===== src/rtl/pll_lock_detect_pkg.sv =====
// Shared definitions for the PLL lock detector.
//  - pll_st_e      : lock FSM state encoding, also what the state output carries
//  - PLL_CLK_50_HZ : system clock frequency, shared with the PLL core and display
package pll_lock_detect_pkg;

  typedef enum logic [1:0] {
    PLL_ST_IDLE   = 2'd0,
    PLL_ST_ACQ    = 2'd1,
    PLL_ST_LOCKED = 2'd2
  } pll_st_e;

  localparam int unsigned PLL_CLK_50_HZ = 50_000_000;

endpackage


===== src/rtl/pll_lock_detect_rise_detect.sv =====
// Single-bit rising-edge detector.
//  clk_50 : system clock
//  rst    : synchronous reset, active-high (clears the delayed copy)
//  d      : input, already synchronous to clk_50
//  q_rise : combinational pulse, high in the cycle d is 1 and was 0 last cycle
module rise_detect (
  input  logic clk_50,
  input  logic rst,
  input  logic d,
  output logic q_rise
);

  logic d_1a;

  always_ff @(posedge clk_50) begin
    if (rst) d_1a <= 1'b0;
    else     d_1a <= d;
  end

  assign q_rise = d & ~d_1a;

endmodule


===== src/rtl/pll_lock_detect.sv =====
// PLL lock detector: measures the fb period and the fb->vco phase error, and
// runs an IDLE/ACQ/LOCKED qualifier on the per-period tolerance result.
//  clk_50, rst      : clock, synchronous active-high reset
//  fb, vco          : synchronized feedback and delayed VCO copy
//  meas_valid       : 1-cycle pulse when period/phase_err are updated
//  period           : clk_50 cycles between the last two fb rises
//  phase_err        : signed, +ve = vco lags fb
//  locked, state    : lock status and FSM state (0 IDLE, 1 ACQ, 2 LOCKED)
//  clr_sticky, lost_sticky : loss-of-lock flag and its clear, only when
//                     PLL_LOCK_STICKY_EN is defined
module pll_lock_detect
  import pll_lock_detect_pkg::*;
#(
  parameter int CNT_W        = 16,
  parameter int LOCK_TOL     = 4,
  parameter int LOCK_COUNT   = 16,
  parameter int UNLOCK_COUNT = 4,
  parameter int TIMEOUT      = 1000
) (
  input  logic             clk_50,
  input  logic             rst,
  input  logic             fb,
  input  logic             vco,
  output logic             meas_valid,
  output logic [CNT_W-1:0] period,
  output logic [CNT_W-1:0] phase_err,
  output logic             locked,
  output logic [1:0]       state
`ifdef PLL_LOCK_STICKY_EN
  ,
  input  logic             clr_sticky,
  output logic             lost_sticky
`endif
);

  localparam int GW = $clog2(LOCK_COUNT + 1);
  localparam int BW = $clog2(UNLOCK_COUNT + 1);

  logic             fb_r, vco_r;
  logic [CNT_W-1:0] per_ctr, ph_q, pe_new, pe_mag;
  logic             vco_seen, eval, in_tol, timeout;
  logic [GW-1:0]    good_ctr, good_nxt, good_inc;
  logic [BW-1:0]    bad_ctr, bad_nxt, bad_inc;
  pll_st_e          st_q, st_nxt;

  rise_detect u_fb_rise  (.clk_50(clk_50), .rst(rst), .d(fb),  .q_rise(fb_r));
  rise_detect u_vco_rise (.clk_50(clk_50), .rst(rst), .d(vco), .q_rise(vco_r));

  // per_ctr doubles as the phase counter: both count cycles since the last fb rise.
  always_ff @(posedge clk_50) begin
    if (rst) begin
      per_ctr  <= '0;
      ph_q     <= '0;
      vco_seen <= 1'b0;
    end else begin
      if (fb_r)              per_ctr <= CNT_W'(1);
      else if (per_ctr != '1) per_ctr <= per_ctr + CNT_W'(1);
      // A vco rise coincident with fb belongs to the new period at phase 0.
      if (vco_r) begin
        ph_q     <= fb_r ? '0 : per_ctr;
        vco_seen <= 1'b1;
      end else if (fb_r) begin
        vco_seen <= 1'b0;
      end
    end
  end

  // Phase folded into (-period/2, period/2]; magnitude via two's complement.
  assign pe_new  = (ph_q <= (per_ctr >> 1)) ? ph_q : ph_q - per_ctr;
  assign pe_mag  = pe_new[CNT_W-1] ? CNT_W'(0) - pe_new : pe_new;
  assign in_tol  = vco_seen && (pe_mag <= CNT_W'(LOCK_TOL));
  assign eval    = fb_r && (st_q != PLL_ST_IDLE);
  assign timeout = !fb_r && (per_ctr == CNT_W'(TIMEOUT));
  assign good_inc = good_ctr + GW'(1);
  assign bad_inc  = bad_ctr + BW'(1);

  always_ff @(posedge clk_50) begin
    if (rst) begin
      meas_valid <= 1'b0;
      period     <= '0;
      phase_err  <= '0;
    end else begin
      meas_valid <= eval;
      if (eval) begin
        period <= per_ctr;
        if (vco_seen) phase_err <= pe_new;
      end
    end
  end

  always_ff @(posedge clk_50) begin
    if (rst) begin
      st_q     <= PLL_ST_IDLE;
      good_ctr <= '0;
      bad_ctr  <= '0;
      locked   <= 1'b0;
    end else begin
      st_q     <= st_nxt;
      good_ctr <= good_nxt;
      bad_ctr  <= bad_nxt;
      locked   <= (st_nxt == PLL_ST_LOCKED);
    end
  end

  always_comb begin
    st_nxt   = st_q;
    good_nxt = good_ctr;
    bad_nxt  = bad_ctr;
    case (st_q)
      PLL_ST_IDLE: begin
        good_nxt = '0;
        bad_nxt  = '0;
        if (fb_r) st_nxt = PLL_ST_ACQ;
      end
      PLL_ST_ACQ: if (eval) begin
        bad_nxt = '0;
        if (in_tol) begin
          good_nxt = good_inc;
          if (good_inc == GW'(LOCK_COUNT)) st_nxt = PLL_ST_LOCKED;
        end else begin
          good_nxt = '0;
        end
      end
      PLL_ST_LOCKED: if (eval) begin
        if (!in_tol) begin
          bad_nxt = bad_inc;
          if (bad_inc == BW'(UNLOCK_COUNT)) begin
            st_nxt   = PLL_ST_ACQ;
            good_nxt = '0;
          end
        end else begin
          bad_nxt = '0;
        end
      end
      default: st_nxt = PLL_ST_IDLE;
    endcase
    if (timeout) begin
      st_nxt   = PLL_ST_IDLE;
      good_nxt = '0;
      bad_nxt  = '0;
    end
  end

  assign state = st_q;

`ifdef PLL_LOCK_STICKY_EN
  // Set on any exit from LOCKED; a same-cycle clear loses to the set.
  always_ff @(posedge clk_50) begin
    if (rst)                                                  lost_sticky <= 1'b0;
    else if (st_q == PLL_ST_LOCKED && st_nxt != PLL_ST_LOCKED) lost_sticky <= 1'b1;
    else if (clr_sticky)                                      lost_sticky <= 1'b0;
  end
`endif

endmodule


===== config.mk =====
export PLATFORM = sky130hd
export DESIGN_NAME = pll_lock_detect
export DESIGN_NICKNAME = d
export VERILOG_FILES = /design/src/rtl/pll_lock_detect_pkg.sv /design/src/rtl/pll_lock_detect_rise_detect.sv /design/src/rtl/pll_lock_detect.sv
export SDC_FILE = /design/constraint.sdc
export NUM_CORES = 1
export LEC_CHECK = 0
export CAP_MARGIN = 20
export CORE_AREA = 4 4 100 102
export DETAILED_ROUTE_END_ITERATION = 8
export DIE_AREA = 0 0 104 106
export PLACE_DENSITY = 0.9
export SYNTH_ARGS = -nofsm -noshare
export SYNTH_HDL_FRONTEND = slang
export SYNTH_SLANG_ARGS = --single-unit

===== constraint.sdc =====
create_clock -name clk_50 -period 4.5 [get_ports clk_50]
set_input_delay 0.9 -clock clk_50 [delete_from_list [all_inputs] [get_ports clk_50]]
set_output_delay 0.9 -clock clk_50 [all_outputs]
set_load 0.005 [all_outputs]

==> summary.txt, run 1 <==
Synth
  • Predominant post-synthesis flop cell: dfxtp_1
  • Syn Nets: 698
  • Synthesized instance count: 658
  • Number of warnings issued by yosys: 0
  • Synth async-reset ratio: 0%
  • Register bit count reported by yosys: 79
  • Sequential area share after synthesis: 29.8%
  • Post-synthesis instance area: 5300 µm²
  • Library cells used by synthesis: 87
  • Number of synthesized flops with an enable pin: 0
  • Post-synthesis average cell area: 8.06 µm²

Clocking
  • Max H-tree Level: 3
  • Insertion delay to the later sink of the worst-skew pair: 370 ps
  • Total CTS buffers: 9
  • Hold-fix buffers at CTS: 0
  • Clock Path Buffers: 2
  • Post-CTS setup repair buffer count: 0
  • Clock Sink Count: 79
  • Library cell used as clock root buffer: clkbuf_8
  • Clock slew at reported path FFs: 90 ps
  • Clock tree from TritonCTS: yes

Floorplan
  • Die Outline Area: 11000 µm²
  • Initial Utilization: 58.2%
  • Core box area: 9110 µm²
  • Horizontal die dimension: 104 µm
  • Number of placed I/O pins: 40
  • Rows: 35
  • Die height: 106 µm

Setup path
  • Cell family with the largest share of critical-path delay: simple AND/OR/NAND/NOR gates
  • Worst Path Class, Setup: reg2reg
  • Worst path bufs/invs: 1
  • Data required time at the worst endpoint: 4790 ps
  • Critical path, cell by cell: inv_1 > ha_1 > o211a_1 > o31a_2 > o22ai_2 > o21bai_1 > xor2_1 > or4_1 > o22ai_1 > o211ai_1 > nor4_2 > nand2_4 > or3_1 > a21oi_1
  • Largest fanout of any net on the critical path: 8
  • Endpoint class of the critical path: flip-flop
  • Largest incremental delay on the critical path: 510 ps
  • Crit path launch type: flip-flop
  • Crit-path slowest cell: or4_1
  • Data arrival at the endpoint of the critical path: 4550 ps

Power
  • LEAKAGE: 2.26 nW
  • Ratio of total power to cell area: 266 nW/µm²
  • Worst IR drop on VDD: 0.209 mV

Timing
  • Clock period minus worst slack: 4260 ps
  • Count of endpoints failing hold in the final timing report: 0
  • Highest clock frequency the design can meet: 0.235 GHz
  • Fin Clk Skew: 13.1 ps
  • Final count of pins violating max slew: 0
  • Final number of setup-violating endpoints: 0
  • Final critical-path share of the clock period: 94.7%
  • Pin slew with the least headroom to its limit: 991 ps
  • Total Negative Setup Slacks: 0 ps
  • RSZ-0062 raised after global routing: no
  • Slew HR: 33.9%

Placed design
  • Placed Cells incl. Taps: 786
  • GPL Wtd Cong: 0.930
  • Detailed placer's ending HPWL: 10.9 mm
  • Count of port buffers added during placement: 39

GRT
  • Via count of the first global-routing pass: 5024
  • GR Util met2: 45.4%
  • Total congestion overflow after global routing: 0
  • Wire length of the first global-routing pass: 24.3 mm
  • Antenna violations before repair: 0
  • Maximum number of pins on one net before global-route repair: 56
  • Global routing met3 resource utilization: 4.55%
  • GR met1 Demand/Resource: 33.4%
  • Global-route layer with the greatest usage: met2
  • Gr usage total: 26.6%

Routing
  • Vias after detailed routing: 5204
  • Post-route DRC violation count: 0
  • Initial DRC count: 492
  • Length of the first detailed-routing pass in iterations: 5
  • Vias per cell: 6.48
  • Number of nets with antenna violations after routing: 0
  • Total Routed Length: 14.7 mm
  • Routed wire length per instance: 18.3 µm

Finish
  • Fraction of final layout cells with drive strength greater than 1: 9.54%
  • Final non-filler cell total: 803
  • Total inserted antenna cells: 0
  • Area growth syn-to-layout: 13.4%
  • # nets final: 727
  • Commonest cells after routing, fill and taps aside: 79 x nand2_1, 78 x dfxtp_1, 72 x nor2_1
  • Most frequent standard cell in the layout excluding fill and tap cells: nand2_1
  • Number of fill cells in the layout: 727

Worst hold path
  • Class of the worst hold path: reg2reg

Status
  • Status: completed

Flow run
  • Max-Cap Viols: 0
## registers in the layout, indices dropped and copies added (netlist names)
signal / count
bad_ctr: 3
phase_err: 16
vco_seen: 1
good_ctr: 5
u_vco_rise.d_1a: 1
u_fb_rise.d_1a: 1
state: 2
meas_valid: 1
locked: 1
period: 16
per_ctr: 16
ph_q: 16
## where the power goes
| group | leakage (nW) | total, mW | switching [mW] | internal, mW |
|---|---|---|---|---|
| clock network | 0.102 | 0.551 | 0.287 | 0.264 |
| registers | 0.639 | 0.717 | 0.00940 | 0.707 |
| logic | 1.52 | 0.328 | 0.194 | 0.134 |
| total | 2.26 | 1.60 | 0.490 | 1.11 |
## synthesized netlist by cell type, drive strengths merged, types with 3 or more instances
cell	number	area share, %
nand2	80	5.8
dfxtp	79	30
nor2	73	5.2
a21oi	52	5.1
ha	35	8.3
inv	29	2.1
clkbuf	27	1.9
o21ai	21	2.0
a211oi	19	2.8
xnor2	19	3.3
nor3	17	1.7
a22oi	16	2.3
nand4	15	1.8
nand3	14	1.3
mux2i	13	2.5
a21o	10	1.4
buf	9	0.90
o211ai	8	1.2
nor2b	7	0.83
o211a	7	1.5
and3	6	0.71
nor4	6	0.94
or3	6	0.80
xor2	6	0.99
a21boi	5	0.92
or2	5	0.59
or4	5	0.78
a31o	4	0.83
a31oi	4	0.47
a41oi	4	0.66
and2	4	0.47
and4	4	0.66
a2111oi	3	0.97
nand2b	3	0.35
o21a	3	0.42
o22ai	3	0.47
o31ai	3	0.42
## worst reg2reg max path, cell delays in order, from the launching register on
cell,delay (ps)
dfxtp_1,500
inv_1,230
ha_1,410
o211a_1,240
o31a_2,160
o22ai_2,340
o21bai_1,140
xor2_1,220
or4_1,510
o22ai_1,180
o211ai_1,210
nor4_2,400
nand2_4,130
or3_1,380
a21oi_1,140
## layer usage
metal | wire, µm | part of all wire, % | vias to the layer above
met5 | 0 | 0 | -
met4 | 466 | 3.2 | 0
met3 | 1060 | 7.2 | 58
met2 | 6940 | 47 | 283
met1 | 6200 | 42 | 2406
li1 | - | - | 2457
## through the flow
step | hold slack (ps) | util, % | power [mW] | setup slack, ps | cell area [µm²]
2_1_floorplan | 448 | - | 0.976 | 746 | 5300
3_3_place_gp | 444 | 63.5 | 1.04 | 360 | 5780
3_5_place_dp | 449 | 63.5 | 1.05 | 248 | 5780
4_1_cts | 461 | 65.7 | 1.59 | 218 | 5990
5_1_grt | 472 | 66.0 | 1.65 | 6.96 | 6010
6_report | 457 | 66.0 | 1.60 | 239 | 6010
## path summary, 6_finish.rpt
path,start,endpoint,slack [ps],cells past startpoint
setup / recovery,per_ctr[2],locked,240,14
hold / removal,period[0],period[0],460,2
setup reg to reg,per_ctr[2],locked,240,14
hold reg to reg,period[0],period[0],460,2
## kinds of logic (layout without fill, tap and decap cells)
logic type | Yosys count | count (layout) | synth area share (%)
AND/OR/NAND/NOR | 254 | 254 | 23.8
AO/OA/AOI/OAI | 183 | 183 | 25.3
flip-flops | 79 | 79 | 29.8
buffers and inverters | 65 | 99 | 4.86
adder cells (fa/ha/maj) | 36 | 36 | 8.64
XOR/XNOR | 26 | 26 | 4.70
multiplexers | 15 | 15 | 2.88
## area by class of cell
cell class / count / area (µm²) / share of cell area [%]
flip-flops and latches: 79 / 1580 / 26.3
clock inverters: 7 / 80.1 / 1.33
well taps: 111 / 139 / 2.31
repair buffers: 54 / 498 / 8.29
inverters: 29 / 109 / 1.81
clock buffers: 9 / 124 / 2.06
multi-input cells: 514 / 3480 / 57.9
## what timing repair did
action,CTS,global route
hold endpoints to repair,0,0
setup endpoints to repair,0,5
gates resized for setup,0,4
Power figures use the tool's default switching activity.
==> inputs of run 2 (changes only) <==
--- a/config.mk
+++ b/config.mk
@@ -5,11 +5,11 @@
 export SDC_FILE = /design/constraint.sdc
 export NUM_CORES = 1
 export LEC_CHECK = 0
-export CAP_MARGIN = 20
-export CORE_AREA = 4 4 100 102
+export CORE_AREA = 4 4 99 101
 export DETAILED_ROUTE_END_ITERATION = 8
-export DIE_AREA = 0 0 104 106
-export PLACE_DENSITY = 0.9
+export DIE_AREA = 0 0 103 105
+export DONT_BUFFER_PORTS = 1
+export PLACE_DENSITY = 0.86
 export SYNTH_ARGS = -nofsm -noshare
 export SYNTH_HDL_FRONTEND = slang
 export SYNTH_SLANG_ARGS = --single-unit
==> summary.txt, run 2 (same netlist as run 1, synthesis figures left out) <==
Clocking
  • Clock slew at reported path FFs: 90 ps
  • Clock Path Buffers: 2
  • Max H-tree Level: 3
  • Library cell used as clock root buffer: clkbuf_8
  • Clock tree from TritonCTS: yes
  • Hold-fix buffers at CTS: 0
  • Insertion delay to the later sink of the worst-skew pair: 370 ps
  • CTS resizes: 0
  • Total CTS buffers: 9
  • Post-CTS setup repair buffer count: 0
  • Clock Sink Count: 79

Floorplan
  • Horizontal die dimension: 103 µm
  • Core box area: 9020 µm²
  • Initial Utilization: 58.8%
  • Die height: 105 µm
  • Rows: 35
  • Number of placed I/O pins: 40
  • Die Outline Area: 10800 µm²

Timing
  • Highest clock frequency the design can meet: 0.233 GHz
  • Clock period minus worst slack: 4280 ps
  • Final count of pins violating max slew: 0
  • Pin slew with the least headroom to its limit: 1210 ps
  • Final critical-path share of the clock period: 95.2%
  • RSZ-0062 raised after global routing: no
  • Fin Clk Skew: 12.0 ps
  • Count of endpoints failing hold in the final timing report: 0
  • Final number of setup-violating endpoints: 0
  • Slew HR: 19.3%
  • Total Negative Setup Slacks: 0 ps

Flow run
  • Max-Cap Viols: 0

GRT
  • Gr usage total: 27.7%
  • Wire length of the first global-routing pass: 24.1 mm
  • Total congestion overflow after global routing: 0
  • Maximum number of pins on one net before global-route repair: 56
  • Via count of the first global-routing pass: 4863
  • Antenna violations before repair: 0

Placed design
  • Detailed placer's ending HPWL: 11.1 mm
  • Count of port buffers added during placement: 0
  • Post-placement cell area: 5430 µm²
  • GPL Wtd Cong: 0.939

Worst hold path
  • Worst hold path startpoint: period[14]
  • Instance count along the most critical hold path: 2
  • Class of the worst hold path: reg2reg
  • Endpoint with the worst hold slack: period[14]

Finish
  • Area growth syn-to-layout: 5.88%
  • Commonest cells after routing, fill and taps aside: 79 x nand2_1, 79 x dfxtp_1, 72 x nor2_1
  • Final Core Density: 62.2%
  • Fraction of final layout cells with drive strength greater than 1: 9.91%
  • Total inserted antenna cells: 0
  • # nets final: 691
  • Post-route cell area: 5610 µm²

Routing
  • Initial DRC count: 555
  • Post-route DRC violation count: 0
  • Length of the first detailed-routing pass in iterations: 5
  • Vias after detailed routing: 5026
  • Number of nets with antenna violations after routing: 0
  • Routed wire length per instance: 18.9 µm
  • Total Routed Length: 14.5 mm
  • Vias per cell: 6.55

Setup path
  • Critical R2R Launch: per_ctr[14]
  • Reg2reg path depth: 15
  • Register-to-Register Setup Slack: 220 ps
  • Endpoint of the most critical register-to-register path: state[1]
  • Critical path, cell by cell: inv_1 > ha_1 > a21o_1 > a211oi_2 > o21ai_1 > o31a_1 > buf_4 > or3_4 > o32ai_4 > a21boi_0 > mux2i_1 > nor4_2 > nand2_4 > or3_1 > a21oi_1
  • Largest fanout of any net on the critical path: 11
  • Data arrival at the endpoint of the critical path: 4590 ps
  • Largest incremental delay on the critical path: 500 ps
  • Endpoint class of the critical path: flip-flop
  • Crit path launch type: flip-flop
  • Crit-path slowest cell: o31a_1
  • Data required time at the worst endpoint: 4800 ps
  • Worst Path Class, Setup: reg2reg

Power
  • Worst IR drop on VDD: 0.200 mV
  • LEAKAGE: 2.13 nW
  • Ratio of total power to cell area: 273 nW/µm²

Status
  • Status: completed
run 2: changes by cell type in the layout (fill, tap and decap cells not counted), sizes merged:
cell	change
clkinv	-1
clkdlybuf4s50	-38
clkinvlp	-1
buf	+2
bufinv	-1
inv	+3
run 2: worst max path at each step:
| stage | depth (start not counted) | from | slack [ps] | to |
|---|---|---|---|---|
| final | 15 | per_ctr[14] | 220 | state[1] |
| after global routing | 15 | per_ctr[14] | 10 | state[1] |
| after CTS | 14 | per_ctr[0] | 180 | good_ctr[2] |
| after detailed placement | 14 | per_ctr[0] | 200 | good_ctr[2] |
| after global placement | 14 | per_ctr[0] | 350 | locked |
| after floorplan | 14 | per_ctr[0] | 750 | good_ctr[4] |
run 2: layer usage:
metal,vias up,wire length (µm),global-route usage (%)
met5,-,0,0
met4,0,356,8.88
met3,37,1030,5.21
met2,235,6930,44.1
met1,2375,6160,37.6
li1,2379,-,-
run 2: worst max-delay path, delay by kind of cell (launching register included):
kind / cells / cell delay (ps)
compound gates: 7 / 1540
simple gates: 4 / 1300
buf+inv: 2 / 370
mux: 1 / 200
flops: 1 / 460
fa+ha+maj: 1 / 360
run 2: through the flow:
stage          total power [mW]  setup WS, ps  std cells  hold slack (ps)
2_1_floorplan             0.976           746        658              448
3_3_place_gp               1.03           355        751              453
3_5_place_dp               1.04           200        751              463
4_1_cts                    1.53           182        767              477
5_1_grt                    1.60          9.66        767              509
6_report                   1.53           217        767              477
run 2: cell type report:
class / instances / area (µm²)
fillers: 795 / 3410
repair buffers: 18 / 135
well taps: 111 / 139
inverters: 29 / 109
flip-flops and latches: 79 / 1580
clock inverters: 7 / 61.3
clock buffers: 9 / 124
multi-input cells: 514 / 3460
run 2: power breakdown:
group	internal (mW)	switching, mW
registers	0.707	0.0101
clock network	0.213	0.294
logic	0.124	0.184
total	1.04	0.487
==> inputs of run 3 (changes only) <==
--- a/config.mk
+++ b/config.mk
@@ -5,11 +5,10 @@
 export SDC_FILE = /design/constraint.sdc
 export NUM_CORES = 1
 export LEC_CHECK = 0
-export CORE_AREA = 4 4 99 101
+export CORE_AREA = 4 4 100 102
 export DETAILED_ROUTE_END_ITERATION = 8
-export DIE_AREA = 0 0 103 105
-export DONT_BUFFER_PORTS = 1
-export PLACE_DENSITY = 0.86
+export DIE_AREA = 0 0 104 106
+export PLACE_DENSITY = 0.9
 export SYNTH_ARGS = -nofsm -noshare
 export SYNTH_HDL_FRONTEND = slang
 export SYNTH_SLANG_ARGS = --single-unit
==> summary.txt, run 3 (same netlist as run 1, synthesis figures left out) <==
Finish
  • # nets final: 726
  • Total area of sequential cells: 1580 µm²
  • Most frequent standard cell in the layout excluding fill and tap cells: nand2_1
  • Number of fill cells in the layout: 726
  • Final non-filler cell total: 802
  • Area growth syn-to-layout: 13.2%
  • Total inserted antenna cells: 0
  • Fraction of final layout cells with drive strength greater than 1: 9.41%
  • Commonest cells after routing, fill and taps aside: 79 x nand2_1, 78 x dfxtp_1, 72 x nor2_1
  • Area taken by multi-input logic gates: 3480 µm²

Clocking
  • Total CTS buffers: 9
  • Library cell used as clock root buffer: clkbuf_8
  • Post-CTS setup repair buffer count: 0
  • CTS resizes: 0
  • Clock slew at reported path FFs: 80 ps
  • Clock tree from TritonCTS: yes
  • Insertion delay to the later sink of the worst-skew pair: 370 ps
  • Clock Path Buffers: 2
  • Max H-tree Level: 3
  • Clock Sink Count: 79
  • Hold-fix buffers at CTS: 0

Routing
  • Total Routed Length: 14.4 mm
  • Initial DRC count: 499
  • Vias per cell: 6.42
  • Vias after detailed routing: 5152
  • Length of the first detailed-routing pass in iterations: 5
  • Post-route DRC violation count: 0
  • Number of nets with antenna violations after routing: 0
  • Routed wire length per instance: 18.0 µm

Power
  • Ratio of total power to cell area: 265 nW/µm²
  • Worst IR drop on VDD: 0.204 mV
  • LEAKAGE: 2.25 nW

Timing
  • Slew HR: 27.1%
  • Final number of setup-violating endpoints: 0
  • Pin slew with the least headroom to its limit: 1090 ps
  • Worst hold margin: 456 ps
  • Clock period minus worst slack: 4220 ps
  • Final count of pins violating max slew: 0
  • Count of endpoints failing hold in the final timing report: 0
  • Highest clock frequency the design can meet: 0.237 GHz
  • Final WS setup: 277 ps
  • RSZ-0062 raised after global routing: no
  • Fin Clk Skew: 12.8 ps
  • Final critical-path share of the clock period: 93.8%
  • Total Negative Setup Slacks: 0 ps

Floorplan
  • Die Outline Area: 11000 µm²
  • Horizontal die dimension: 104 µm
  • Number of placed I/O pins: 40
  • Initial Utilization: 58.2%
  • Die height: 106 µm
  • Rows: 35
  • Core box area: 9110 µm²

Setup path
  • Register-to-Register Setup Slack: 280 ps
  • Critical R2R Launch: per_ctr[14]
  • Crit path launch type: flip-flop
  • Data required time at the worst endpoint: 4790 ps
  • Worst Path Class, Setup: reg2reg
  • Crit-path slowest cell: o31a_2
  • Timing startpoint of the critical path: per_ctr[14]
  • Reg2reg path depth: 14
  • Critical path, cell by cell: inv_1 > ha_1 > a21o_1 > a211oi_2 > o21ai_1 > o31a_2 > or3_4 > o32ai_4 > o211ai_2 > a2111oi_4 > a31o_4 > nand2_4 > or3_1 > a21oi_1
  • Data arrival at the endpoint of the critical path: 4510 ps
  • Largest incremental delay on the critical path: 520 ps
  • Worst path bufs/invs: 1
  • Largest fanout of any net on the critical path: 18
  • Endpoint of the most critical register-to-register path: locked
  • Endpoint class of the critical path: flip-flop
  • Cell family with the largest share of critical-path delay: compound AO/OA/AOI/OAI gates

Placed design
  • Detailed placer's ending HPWL: 10.9 mm
  • GPL Wtd Cong: 0.930
  • Pre-CTS setup slack: 248 ps
  • Placed Cells incl. Taps: 786
  • Count of port buffers added during placement: 39

GRT
  • Total congestion overflow after global routing: 0
  • Antenna violations before repair: 0
  • Maximum number of pins on one net before global-route repair: 56
  • Via count of the first global-routing pass: 5024
  • Gr usage total: 26.6%
  • Wire length of the first global-routing pass: 24.3 mm

Worst hold path
  • Class of the worst hold path: reg2reg
  • Worst hold path startpoint: period[0]
  • Endpoint with the worst hold slack: period[0]
  • Instance count along the most critical hold path: 2

Status
  • Status: completed

Flow run
  • Max-Cap Viols: 0
## run 3: worst max-delay path by stage
stage,end,slack (ps),cells after the start
after global placement,locked,360,14
after CTS,locked,220,14
final,locked,280,14
after floorplan,good_ctr[4],750,14
after global routing,locked,40,14
after detailed placement,state[1],250,14
## run 3: worst reg2reg max path, cell delays in order, from the launching register on
cell and delay, ps:
dfxtp_1 480, inv_1 170, ha_1 380, a21o_1 180, a211oi_2 210, o21ai_1 130, o31a_2 520, or3_4 410
o32ai_4 250, o211ai_2 170, a2111oi_4 360, a31o_4 270, nand2_4 100, or3_1 380, a21oi_1 150
## run 3: routing by layer
metal	routed length, µm	up-vias	global-route usage (%)
li1	-	2451	-
met3	984	54	4.55
met4	418	0	10.5
met5	0	-	0
met2	6890	259	45.4
met1	6110	2388	33.4
## run 3: cell type report
cell class	count	share of cell area, %
Inverter	29	1.81
Timing Repair Buffer	53	8.17
Multi-Input combinational cell	514	57.9
Tap cell	111	2.31
Clock buffer	9	2.06
Sequential cell	79	26.4
Clock inverter	7	1.33
## run 3: stage by stage
stage | cell area (µm²) | power [mW] | utilization, %
3_3_place_gp | 5780 | 1.04 | 63.5
5_1_grt | 6000 | 1.65 | 65.9
4_1_cts | 5990 | 1.59 | 65.7
2_1_floorplan | 5300 | 0.976 | -
3_5_place_dp | 5780 | 1.05 | 63.5
6_report | 6000 | 1.59 | 65.9
## run 3: power breakdown
part | switching (mW) | total [mW] | leakage (nW) | internal (mW)
logic | 0.192 | 0.326 | 1.51 | 0.133
registers | 0.00936 | 0.717 | 0.639 | 0.707
clock network | 0.286 | 0.549 | 0.102 | 0.264
